$ cat config.mk
export PLATFORM = sky130hd
export DESIGN_NAME = irq_encoder_8_3
export DESIGN_NICKNAME = d
export VERILOG_FILES = /design/src/rtl/irq_pkg.sv /design/src/rtl/prio_enc_8_3.sv /design/src/rtl/irq_encoder_8_3.sv
export SDC_FILE = /design/constraint.sdc
export NUM_CORES = 1
export LEC_CHECK = 0
export CAP_MARGIN = 20
export CORE_MARGIN = 1
export CORE_UTILIZATION = 43
export DETAILED_ROUTE_END_ITERATION = 8
export DONT_BUFFER_PORTS = 1
export HOLD_SLACK_MARGIN = 0.06
export PLACE_DENSITY = 0.7
export SKIP_LAST_GASP = 1
export SYNTH_ARGS = -nofsm -noshare
export SYNTH_HDL_FRONTEND = slang
export SYNTH_SLANG_ARGS = --single-unit
$ cat constraint.sdc
create_clock -name clk -period 1.56 [get_ports clk]
set_input_delay 0.078 -clock clk [delete_from_list [all_inputs] [get_ports clk]]
set_output_delay 0.078 -clock clk [all_outputs]
set_load 0.05 [all_outputs]
$ cat src/rtl/irq_pkg.sv
// irq_pkg: shared sizes, FSM encodings and index decode helper for the IRQ encoder.
package irq_pkg;
    localparam int NUM_REQ = 8;
    localparam int IDX_W   = 3;

    localparam logic [1:0] ST_IDLE    = 2'd0;
    localparam logic [1:0] ST_PRESENT = 2'd1;
    localparam logic [1:0] ST_CLEAR   = 2'd2;

    function automatic logic [NUM_REQ-1:0] idx_onehot(input logic [IDX_W-1:0] idx);
        return NUM_REQ'(1) << idx;
    endfunction
endpackage

$ cat src/rtl/prio_enc_8_3.sv
// prio_enc_8_3: fixed-priority encoder, lowest set bit wins; any flags a nonzero input.
module prio_enc_8_3
    import irq_pkg::*;
(
    input  logic [NUM_REQ-1:0] vec,
    output logic [IDX_W-1:0]   idx,
    output logic               any
);
    always_comb begin
        idx = '0;
        for (int i = NUM_REQ - 1; i >= 0; i--)
            if (vec[i]) idx = IDX_W'(i);
    end

    assign any = |vec;
endmodule

$ cat src/rtl/irq_encoder_8_3.sv
// irq_encoder_8_3: captures 8 interrupt requests into a pending vector and presents
// the highest-priority enabled one as a held index until acknowledged.
module irq_encoder_8_3
    import irq_pkg::*;
#(
    parameter bit EDGE_MODE = 1'b1
) (
    input  logic               clk,
    input  logic               rst_n,
    input  logic [NUM_REQ-1:0] req,
    input  logic               mask_we,
    input  logic [NUM_REQ-1:0] mask_in,
    input  logic               irq_ack,
    output logic               irq_valid,
    output logic [IDX_W-1:0]   irq_index,
    output logic [NUM_REQ-1:0] pending
);
    logic [1:0]         state;
    logic [NUM_REQ-1:0] req_q;
    logic [NUM_REQ-1:0] rise_q;
    logic [NUM_REQ-1:0] mask;
    logic               armed;
    logic [NUM_REQ-1:0] set_v;
    logic [NUM_REQ-1:0] clr_v;
    logic [IDX_W-1:0]   win_idx;
    logic               win_any;
    logic               ack_take;

    assign ack_take = (state == ST_PRESENT) && irq_ack;
    assign set_v    = EDGE_MODE ? rise_q : req;
    assign clr_v    = ack_take ? idx_onehot(irq_index) : '0;

    prio_enc_8_3 u_prio (
        .vec (pending & mask),
        .idx (win_idx),
        .any (win_any)
    );

    // armed suppresses edge detection on the first edge after reset so a request
    // held high across release is not mistaken for a fresh rising edge
    always_ff @(posedge clk or negedge rst_n) begin
        if (!rst_n) begin
            state     <= ST_IDLE;
            irq_valid <= 1'b0;
            irq_index <= '0;
            pending   <= '0;
            req_q     <= '0;
            rise_q    <= '0;
            mask      <= '1;
            armed     <= 1'b0;
        end else begin
            req_q   <= req;
            armed   <= 1'b1;
            rise_q  <= armed ? (req & ~req_q) : '0;
            pending <= (pending & ~clr_v) | set_v;
            if (mask_we) mask <= mask_in;
            case (state)
                ST_IDLE: begin
                    irq_valid <= win_any;
                    if (win_any) begin
                        irq_index <= win_idx;
                        state     <= ST_PRESENT;
                    end
                end
                ST_PRESENT: begin
                    if (irq_ack) begin
                        irq_valid <= 1'b0;
                        state     <= ST_CLEAR;
                    end
                end
                default: begin
                    irq_valid <= 1'b0;
                    state     <= ST_IDLE;
                end
            endcase
        end
    end
endmodule

**Yosys cells after proc, flatten, opt, wreduce, memory -nomap -nowiden**

Index checks and enable logic that the tools add are counted.
W data, S select, Z words.

- Equal/unequal tests: 3
- Shifts and indexed selects: 1
- Divide/modulo/power cells: 0
- Multipliers: 0
- Magnitude comparators: 0
- Muxes and demuxes: 15
- $add $sub $neg: 0
- Bitwise logic cells: 6
- Reductions and logical operators: 5

Operators with widths:

| cell | count |
|---|---|
| $and A8 B8 Y8 | 3 |
| $mux W3 | 8 |
| $mux W8 | 2 |
| $not A8 Y8 | 2 |
| $or A8 B8 Y8 | 1 |
| $reduce_or A8 Y1 | 1 |
| $shl A1 B3 Y8 const A | 1 |
| $mux W2 | 2 |
| $ne A2 B2 Y1 const B | 2 |
| $pmux W2 S2 | 1 |
| $reduce_and A2 Y1 | 2 |
| $eq A2 B1 Y1 const B | 1 |
| $logic_not A2 Y1 | 1 |
| $pmux W1 S2 | 1 |
| $logic_and A1 B1 Y1 | 1 |
| $mux W1 | 1 |

- Bits in latches: 0
- Bits of input ports: 20
- Register bits: 39
- Bits in writable memories: 0
- Memories kept: 0
- Logic and storage cells: 38
- Memory bits (read-only): 0

**Longest topological paths before layout**

Gate-level depths: netlist (run 1).

- Depth in word-level cells: 9
- Depth in mapped cells: 5
- Gate-level depth less buffers: 4

**Cells and area by module**

A second synthesis (run 1) with hierarchy kept.

- Cells, all modules: 118
- Area, all modules: 1557.7 um^2

Modules (own cells, without submodules):

| module | cells an instance | sequential area each (um^2) | area each (um^2) | times used |
|---|---|---|---|---|
| irq_encoder_8_3 | 105 | 985.9 | 1476.4 | 1 |
| prio_enc_8_3 | 13 | 0.0 | 81.3 | 1 |

**Least setup slack after synthesis (run 1)**

No wires, ideal clock.

- Path type: reg-to-reg
- From: register pending[3]
- To: register state[0]
- Arrival time: 1.412 ns
- Cell stages (with the launch flop): 5
- Library setup time: 0.124 ns
- Buffers on the path: 0
- Clock period less this slack: 1.536 ns
- Required time: 1.436 ns
- Slack: 0.024 ns
- Cells stage by stage: dfrtp_1 > a22oi_2 > nand4_1 > o21a_1 > or2_1

- Cells in the longest elaborated chain, start to end: 4

Ends and longest elaborated chain:

| item | line | text |
|---|---|---|
| from (decl) | irq_encoder_8_3.sv:16 | `output logic [NUM_REQ-1:0] pending` |
| from (signal assigned) | irq_encoder_8_3.sv:55 | `pending <= (pending & ~clr_v) \| set_v;` |
| $and A8 B8 Y8 | irq_encoder_8_3.sv:34 | `.vec (pending & mask),` |
| $reduce_or A8 Y1 | prio_enc_8_3.sv:15 | `assign any = \|vec;` |
| $ne A2 B2 Y1 (no source line) | - |  |
| $reduce_and A2 Y1 (no source line) | - |  |
| to (signal assigned) | irq_encoder_8_3.sv:43 | `state <= ST_IDLE;` |
| to (signal assigned) | irq_encoder_8_3.sv:62 | `state <= ST_PRESENT;` |
| to (signal assigned) | irq_encoder_8_3.sv:68 | `state <= ST_CLEAR;` |
| to (decl) | irq_encoder_8_3.sv:18 | `logic [1:0] state;` |

Every way passes these cells.
A chain may end at the register's enable or synchronous reset.

**Final worst setup path (run 1)**

- From: register pending[2]
- To: register state[0]

The elaborated chain is that of the path after synthesis.

==> flow_summary.ini, run 1 <==
[pwr]
peakVddDrop_uv = 708
p_per_area_nw_per_um2 = 1710
power.share.combinational_pct = 42.1
intPower_uw = 1900
leakage_uw = 0.000861
power_switching_uw = 1410
swShare_pct = 42.6
power_frac_seq_pct = 43.4
p_clk_share_pct = 14.5

[final_layout]
drive_above_1_share_pct = 24.7
final_cell_mix = dfrtp_1 (31), dlygate4sd3_1 (26), buf_4 (12)
final_common_cell = dfrtp_1
final_nets = 173
areaGrowthSynthToFinish_pct = 30.8
diodes = 0

[critical_path]
cp_max_fo = 4
worstSetupStartpointType = register
reg2regPathDepth = 4
required_ns = 1.81
reg2reg_to = state[0]
r2r_slack_ns = 0.10
crit_arrival_ns = 1.70
r2r_start = pending[2]
critPathKind = register to register
critPathCaptureType = register

[route]
drt-met1-wl_mm = 1.23
drt_pre_antenna_iters = 4
wl_mm = 3.19
wl_met2_mm = 1.65
wl_met3_microns = 209
drt_iter0_drc = 31
postRouteAntennaNets = 0
highest_layer = met4
wl_per_cell_microns = 16.1
vias = 1035
drc_errors = 0
viasPerCell = 5.23

[floorplan]
rows = 20
fp.dieH_microns = 60.6
start_util_pct = 46.8
core_sq_um = 3150
io-pin-count = 32
die_w_microns = 60.6
die_area_sq_um = 3670

[job]
cap_violations = 0

[timing]
fin_crit_sh_pct = 93.3
finalHoldViolCount = 0
setup_slack_ns = 0.105
finalClockSkew_ns = 0.00307
drv_slew = 0
holdWs_ns = 0.197
setup-violations-final = 0
finalSetupTns_ns = 0
rsz0062_at_grt = false
max_freq_mhz = 687
post-route-min-period_ns = 1.46

[placement]
place_congestion = 0.888
place_hpwl_mm = 1.99
place_ws_ns = 0.161
numPortBuffers = 0

[clock_tree]
cts_tree = done
ctsHoldBuffers = 27
clk_latency_ns = 0.35
cts.root.buffer_cell = clkbuf_4
cts.sinks = 39
clk_path_buf_depth = 2
post_cts_buffers = 0
htreeDepth = 2
cts_made_buffers = 5
cts_resized = 0
clkTransAtPathRegs_ns = 0.10

[global_route]
grt_pass1_wl_mm = 5.18
grt_pass1_vias = 1173
grt_max_degree = 40
grt.total_usage_pct = 20.7
antenna_found_initial = 0
overflow = 0

[synth]
avgSynthCellArea_sq_um = 13.4
syn-cell-area_sq_um = 1480
synth_cell_types = 32
synthCells = 110
synth-warning-count = 0
syn_nets = 130
synth_area_leader_cell = dfrtp_1
synth_top_area_share_pct = 52.5
synth_seq_cells = 39
seq_area_frac_synth_pct = 66.8
synthTopCellsByArea = dfrtp_1 (53%), dfstp_2 (14%), mux2_2 (6.1%)

[min_path]
hold_path_class = input port to async pin

[run_status]
status = finished clean
## sequential cells by signal, indices dropped and copies added (netlist names)
name,flops
req_q,8
pending,8
irq_index,3
state,2
rise_q,8
armed,1
mask,8
irq_valid,1
## per-stage QoR
step           power [uW]  utilization [%]  area, sq um  instances
2_1_floorplan        2350                -         1480        110
3_3_place_gp         2690             50.8         1600        163
3_5_place_dp         2730             50.8         1600        163
4_1_cts              3310             61.3         1930        198
5_1_grt              3480             61.3         1930        198
6_report             3310             61.3         1930        198
## power by group through the flow
stage / clock [uW] / combinational, uW / sequential, uW
4_1_cts: 498 / 1380 / 1430
2_1_floorplan: 0 / 438 / 1920
3_5_place_dp: 0 / 1280 / 1450
3_3_place_gp: 0 / 1250 / 1440
5_1_grt: 538 / 1480 / 1460
6_report: 479 / 1390 / 1440
## metal layers
layer / vias to the layer above / track usage [%]
li1: 471 / -
met2: 55 / 35.3
met1: 496 / 21.9
met4: 0 / 15.6
met3: 13 / 5.54
met5: - / 0
## logic make-up (layout without fill, tap and decap cells)
logic type | Yosys count | after routing | synth area share [%]
buffers and inverters | 6 | 50 | 2.03
flip-flops | 39 | 39 | 66.8
AND/OR/NAND/NOR | 33 | 33 | 13.6
AO/OA/AOI/OAI | 23 | 23 | 11.3
multiplexers | 8 | 8 | 6.10
other | 1 | 1 | 0.254
## area by class of cell
class / count / area [sq um]
tap: 44 / 55.1
timing repair buffer: 39 / 370
clock buffer: 8 / 48.8
multi-input combinational: 65 / 460
sequential: 39 / 986
fill: 263 / 1220
inverter: 3 / 11.3
## worst max-delay path: stages (launching register included)
cell and delay [ns]:
dfrtp_1 0.45, a22oi_2 0.24, nand4_1 0.19, o21a_1 0.24
or2_1 0.23
## synth_stat cells
library cell  instances
a21o_1                8
a21oi_1               4
a22oi_1               2
a22oi_2               1
a31o_2                1
a31oi_1               1
a32o_1                1
and2_1                1
and2b_2               1
and3b_1               8
buf_6                 1
clkbuf_1              2
conb_1                1
dfrtp_1              31
dfstp_2               8
inv_1                 3
mux2_2                8
nand2_1               8
nand2_2               1
nand2b_1              1
nand3_1               3
nand3b_1              1
nand4_1               3
nor2_1                3
nor3b_1               1
o211ai_1              1
o21a_1                1
o21ai_0               1
o22ai_1               1
o31ai_1               1
or2_1                 1
or3_1                 1
## worst max-delay path by stage
stage | from | to | slack, ns
detailed placement | state[1] | pending[5] | 0.16
CTS | state[1] | pending[5] | 0.14
global route | pending[2] | state[0] | 0.02
finish | pending[2] | state[0] | 0.10
floorplan | pending[3] | state[0] | 0.02
global placement | state[1] | pending[5] | 0.23
(Power assumes the default switching activity.)
==> inputs of run 2 (changes only) <==
Settings changed: CORE_ASPECT_RATIO set to 0.9.
==> run 2 against run 1 <==
Against the previous run: core utilization rose by 1.6 points; critical path type unchanged; largest power group unchanged; total power increased by 9.0%; final cell count shrank 1.5%; clock skew is essentially flat.
==> flow_summary.ini, run 2 (synthesis results as in run 1) <==
[critical_path]
cp_slowest_cell = dfstp_2
crit_buf_inv = 0
critPathCaptureType = register
cp_cell_sequence = a22oi_1, nand4_1, o21a_1, or2_1
crit_arrival_ns = 1.59
slowest_delay_ns = 0.38
r2r_start = mask[5]
reg2reg_to = state[0]
required_ns = 1.73
worstSetupStartpointType = register
crit_family = compound AO/OA/AOI/OAI gates
cp_max_fo = 3
reg2regPathDepth = 4
critPathKind = register to register
r2r_slack_ns = 0.14

[final_layout]
final_cell_mix = dfrtp_1 (31), dlygate4sd3_1 (26), buf_4 (12)
diodes = 0
areaGrowthSynthToFinish_pct = 34.6
final_common_cell = dfrtp_1
instances_no_fill = 195
final_nets = 173
drive_above_1_share_pct = 26.1
design_area_sq_um = 1990

[global_route]
antenna_found_initial = 0
grt_pass1_wl_mm = 5.04
grt.total_usage_pct = 19.0
grt_max_degree = 40
overflow = 0
grt_pass1_vias = 1049

[clock_tree]
cts_resized = 0
cts_tree = done
cts_made_buffers = 5
htreeDepth = 2
cts.sinks = 39
ctsHoldBuffers = 27
clk_latency_ns = 0.28
post_cts_buffers = 0
cts.root.buffer_cell = clkbuf_8
clk_path_buf_depth = 2
clkTransAtPathRegs_ns = 0.07

[min_path]
whs_path_depth = 1
hold_start = irq_ack
hold_end = state[1]
hold_path_class = input port to register

[timing]
rsz0062_at_grt = false
fin_crit_sh_pct = 91.2
finalClockSkew_ns = 0.00336
post-route-min-period_ns = 1.42
setup-violations-final = 0
finalHoldViolCount = 0
finalSetupTns_ns = 0
tightest_slew_ns = 0.509
max_freq_mhz = 703
drv_slew = 0
maxSlewHeadroom_pct = 66.1

[pwr]
leakage_uw = 0.000884
swShare_pct = 39.5
intPower_uw = 2180
p_clk_share_pct = 22.0
peakVddDrop_uv = 877
power_frac_seq_pct = 40.6
power.share.combinational_pct = 37.4
power_switching_uw = 1420
p_per_area_nw_per_um2 = 1810

[placement]
numPortBuffers = 0
placed_cells = 161
place_congestion = 0.896
place_hpwl_mm = 1.97
place_area_sq_um = 1600

[route]
drc_errors = 0
viasPerCell = 5.23
wl_mm = 3.01
wl_per_cell_microns = 15.4
wl_met3_microns = 151
drt_iter0_drc = 41
vias = 1020
wl_met2_mm = 1.50
highest_layer = met4
drt_pre_antenna_iters = 4
postRouteAntennaNets = 0
drt-met1-wl_mm = 1.34

[run_status]
status = finished clean

[floorplan]
die_area_sq_um = 3670
die_w_microns = 63.8
start_util_pct = 46.7
fp.dieH_microns = 57.6
io-pin-count = 32
rows = 19
core_sq_um = 3160

[job]
cap_violations = 0
[run 2: power by group through the flow]
stage | Sequential [uW] | Clock [uW] | Combinational [uW]
2_1_floorplan | 1920 | 0 | 438
6_report | 1460 | 793 | 1350
3_3_place_gp | 1470 | 0 | 1220
3_5_place_dp | 1470 | 0 | 1250
5_1_grt | 1490 | 864 | 1440
4_1_cts | 1460 | 821 | 1340
[run 2: layout make-up]
type | instances | area, sq um
clock buffer | 5 | 68.8
clock inverter | 2 | 37.5
fill | 260 | 1170
inverter | 3 | 11.3
multi-input combinational | 65 | 460
sequential | 39 | 986
tap | 42 | 52.6
timing repair buffer | 39 | 370
[run 2: per-layer routing]
metal | global-route usage, % | vias up
met5 | 0 | -
met1 | 23.2 | 509
met4 | 8.77 | 0
li1 | - | 473
met2 | 31.8 | 36
met3 | 4.80 | 2
[run 2: worst max-delay path by stage]
stage                     cells past startpoint        from    endpoint
final                                         4     mask[5]    state[0]
after global routing                          4  pending[5]    state[0]
after CTS                                     4     mask[5]    state[0]
after detailed placement                      4  pending[5]    state[0]
after global placement                        4    state[1]  pending[5]
after floorplan                               4  pending[3]    state[0]
[run 2: metrics by stage]
stage,hold WS (ns),util [%],total power [uW],worst slack (ns)
floorplan,-0.218,-,2350,0.0242
global placement,-0.216,50.6,2690,0.234
detailed placement,-0.216,50.6,2720,0.136
CTS,0.0609,62.8,3620,0.140
global route,0.0637,62.8,3790,0.0666
finish,0.0749,62.8,3600,0.138
==> inputs of run 3 (changes only) <==
Settings changed: GPL_TIMING_DRIVEN set to 0.
==> run 3 against run 2 <==
Against the previous run: the run now ends with setup timing left; sequential power rose by 38%; final cell count fell by 8.2%; total power fell by 8.6%; count of clock-buffer cells in the layout rose by 1; worst hold slack improved by 0.027 ns; non-clock buffer count fell by 17; first-iteration DRC count fell by 39%; setup slack got worse by 0.16 ns; via count fell by 7.8%; register-to-register slack got worse by 0.16 ns; clock skew rose by 0.0021 ns; die area did not move.
==> flow_summary.ini, run 3 (synthesis results as in run 1) <==
[job]
cap_violations = 0

[route]
postRouteAntennaNets = 0
drt_pre_antenna_iters = 4
drt_iter0_drc = 25
vias = 940
viasPerCell = 5.25
wl_mm = 2.57
wl_per_cell_microns = 14.3
drc_errors = 0

[timing]
post-route-min-period_ns = 1.58
finalClockSkew_ns = 0.00546
finalHoldViolCount = 0
max_freq_mhz = 633
setup_slack_ns = -0.0203
rsz0062_at_grt = true
setup-violations-final = 1
maxSlewHeadroom_pct = 57.6
tightest_slew_ns = 0.636
fin_crit_sh_pct = 101
drv_slew = 0
holdWs_ns = 0.102

[min_path]
hold_start = irq_ack
hold_path_class = input port to register

[clock_tree]
cts.root.buffer_cell = clkbuf_8
cts_made_buffers = 5
cts.sinks = 39
clk_latency_ns = 0.29
clkTransAtPathRegs_ns = 0.07
htreeDepth = 2
cts_tree = done
clk_path_buf_depth = 2

[critical_path]
critPathKind = register to register
critPathCaptureType = register
r2r_slack_ns = -0.02
worstSetupStartpointType = register
cp_max_fo = 4
required_ns = 1.74
crit_arrival_ns = 1.76
crit_start = pending[3]
reg2reg_to = state[0]
reg2regPathDepth = 4
critPathCapture = state[0]
r2r_start = pending[3]

[global_route]
grt_max_degree = 40
overflow = 0
grt.total_usage_pct = 16.2
grt_pass1_vias = 967
grt_pass1_wl_mm = 4.31
antenna_found_initial = 0

[floorplan]
die_area_sq_um = 3670
core_sq_um = 3160
start_util_pct = 46.7
die_w_microns = 63.8
io-pin-count = 32
fp.dieH_microns = 57.6
rows = 19

[final_layout]
fin_util_pct = 58.3
diodes = 0
areaGrowthSynthToFinish_pct = 24.9
drive_above_1_share_pct = 29.2
final_nets = 156
final_common_cell = dfrtp_1
final_cell_mix = dfrtp_1 (22), dlygate4sd3_1 (18), dfrtp_2 (9)

[run_status]
status = complete, but fails checks
violations = setup timing

[pwr]
leakage_uw = 0.000796
peakVddDrop_uv = 970
p_per_area_nw_per_um2 = 1790

[placement]
numPortBuffers = 0
place_hpwl_mm = 1.80
place_congestion = 0.872
place_ws_ns = -0.117
-- run 3: repair_timing --
item	CTS	global route
hold endpoints to repair	65	0
resized for setup	5	5
setup endpoints to repair	4	4
setup buffers	0	0
hold buffers	19	0
-- run 3: cell type report --
class	count	area, sq um
clock inverters	2	16.3
well taps	42	52.6
repair buffers	19	200
clock buffers	6	82.6
multi-input cells	65	465
flip-flops and latches	39	997
inverters	3	11.3
fillers	260	1320
plain buffers	3	18.8
-- run 3: where the power goes --
group / internal, uW / total [uW] / switching [uW] / leakage, uW
clock: 360 / 700 / 340 / 0.0000474
combinational: 301 / 582 / 281 / 0.000307
sequential: 1250 / 2010 / 764 / 0.000442
-- run 3: worst min-delay path by stage --
stage / cells past startpoint / to
detailed placement: 0 / irq_index[1]
CTS: 2 / state[1]
floorplan: 0 / armed
global route: 2 / state[1]
finish: 2 / state[1]
global placement: 0 / irq_index[2]
-- run 3: through the flow --
stage	power, uW	setup TNS, ns	area [sq um]	std cells
CTS	3310	-0.0207	1830	179
floorplan	2350	0	1480	110
global placement	2480	-0.115	1530	152
detailed placement	2520	-0.221	1530	152
global route	3480	-0.0601	1840	179
finish	3290	-0.0203	1840	179
-- run 3: metal layers --
layer,GRT usage [%],wire length (microns)
met5,0,0
met4,9.09,59
met3,6.60,173
met2,26.0,1210
met1,18.5,1120
-- run 3: critical path: stages, from the launching register on --
cell     delay, ns
dfrtp_2       0.54
a22oi_2       0.27
nand4_1       0.19
o21a_1        0.24
or2_1         0.23
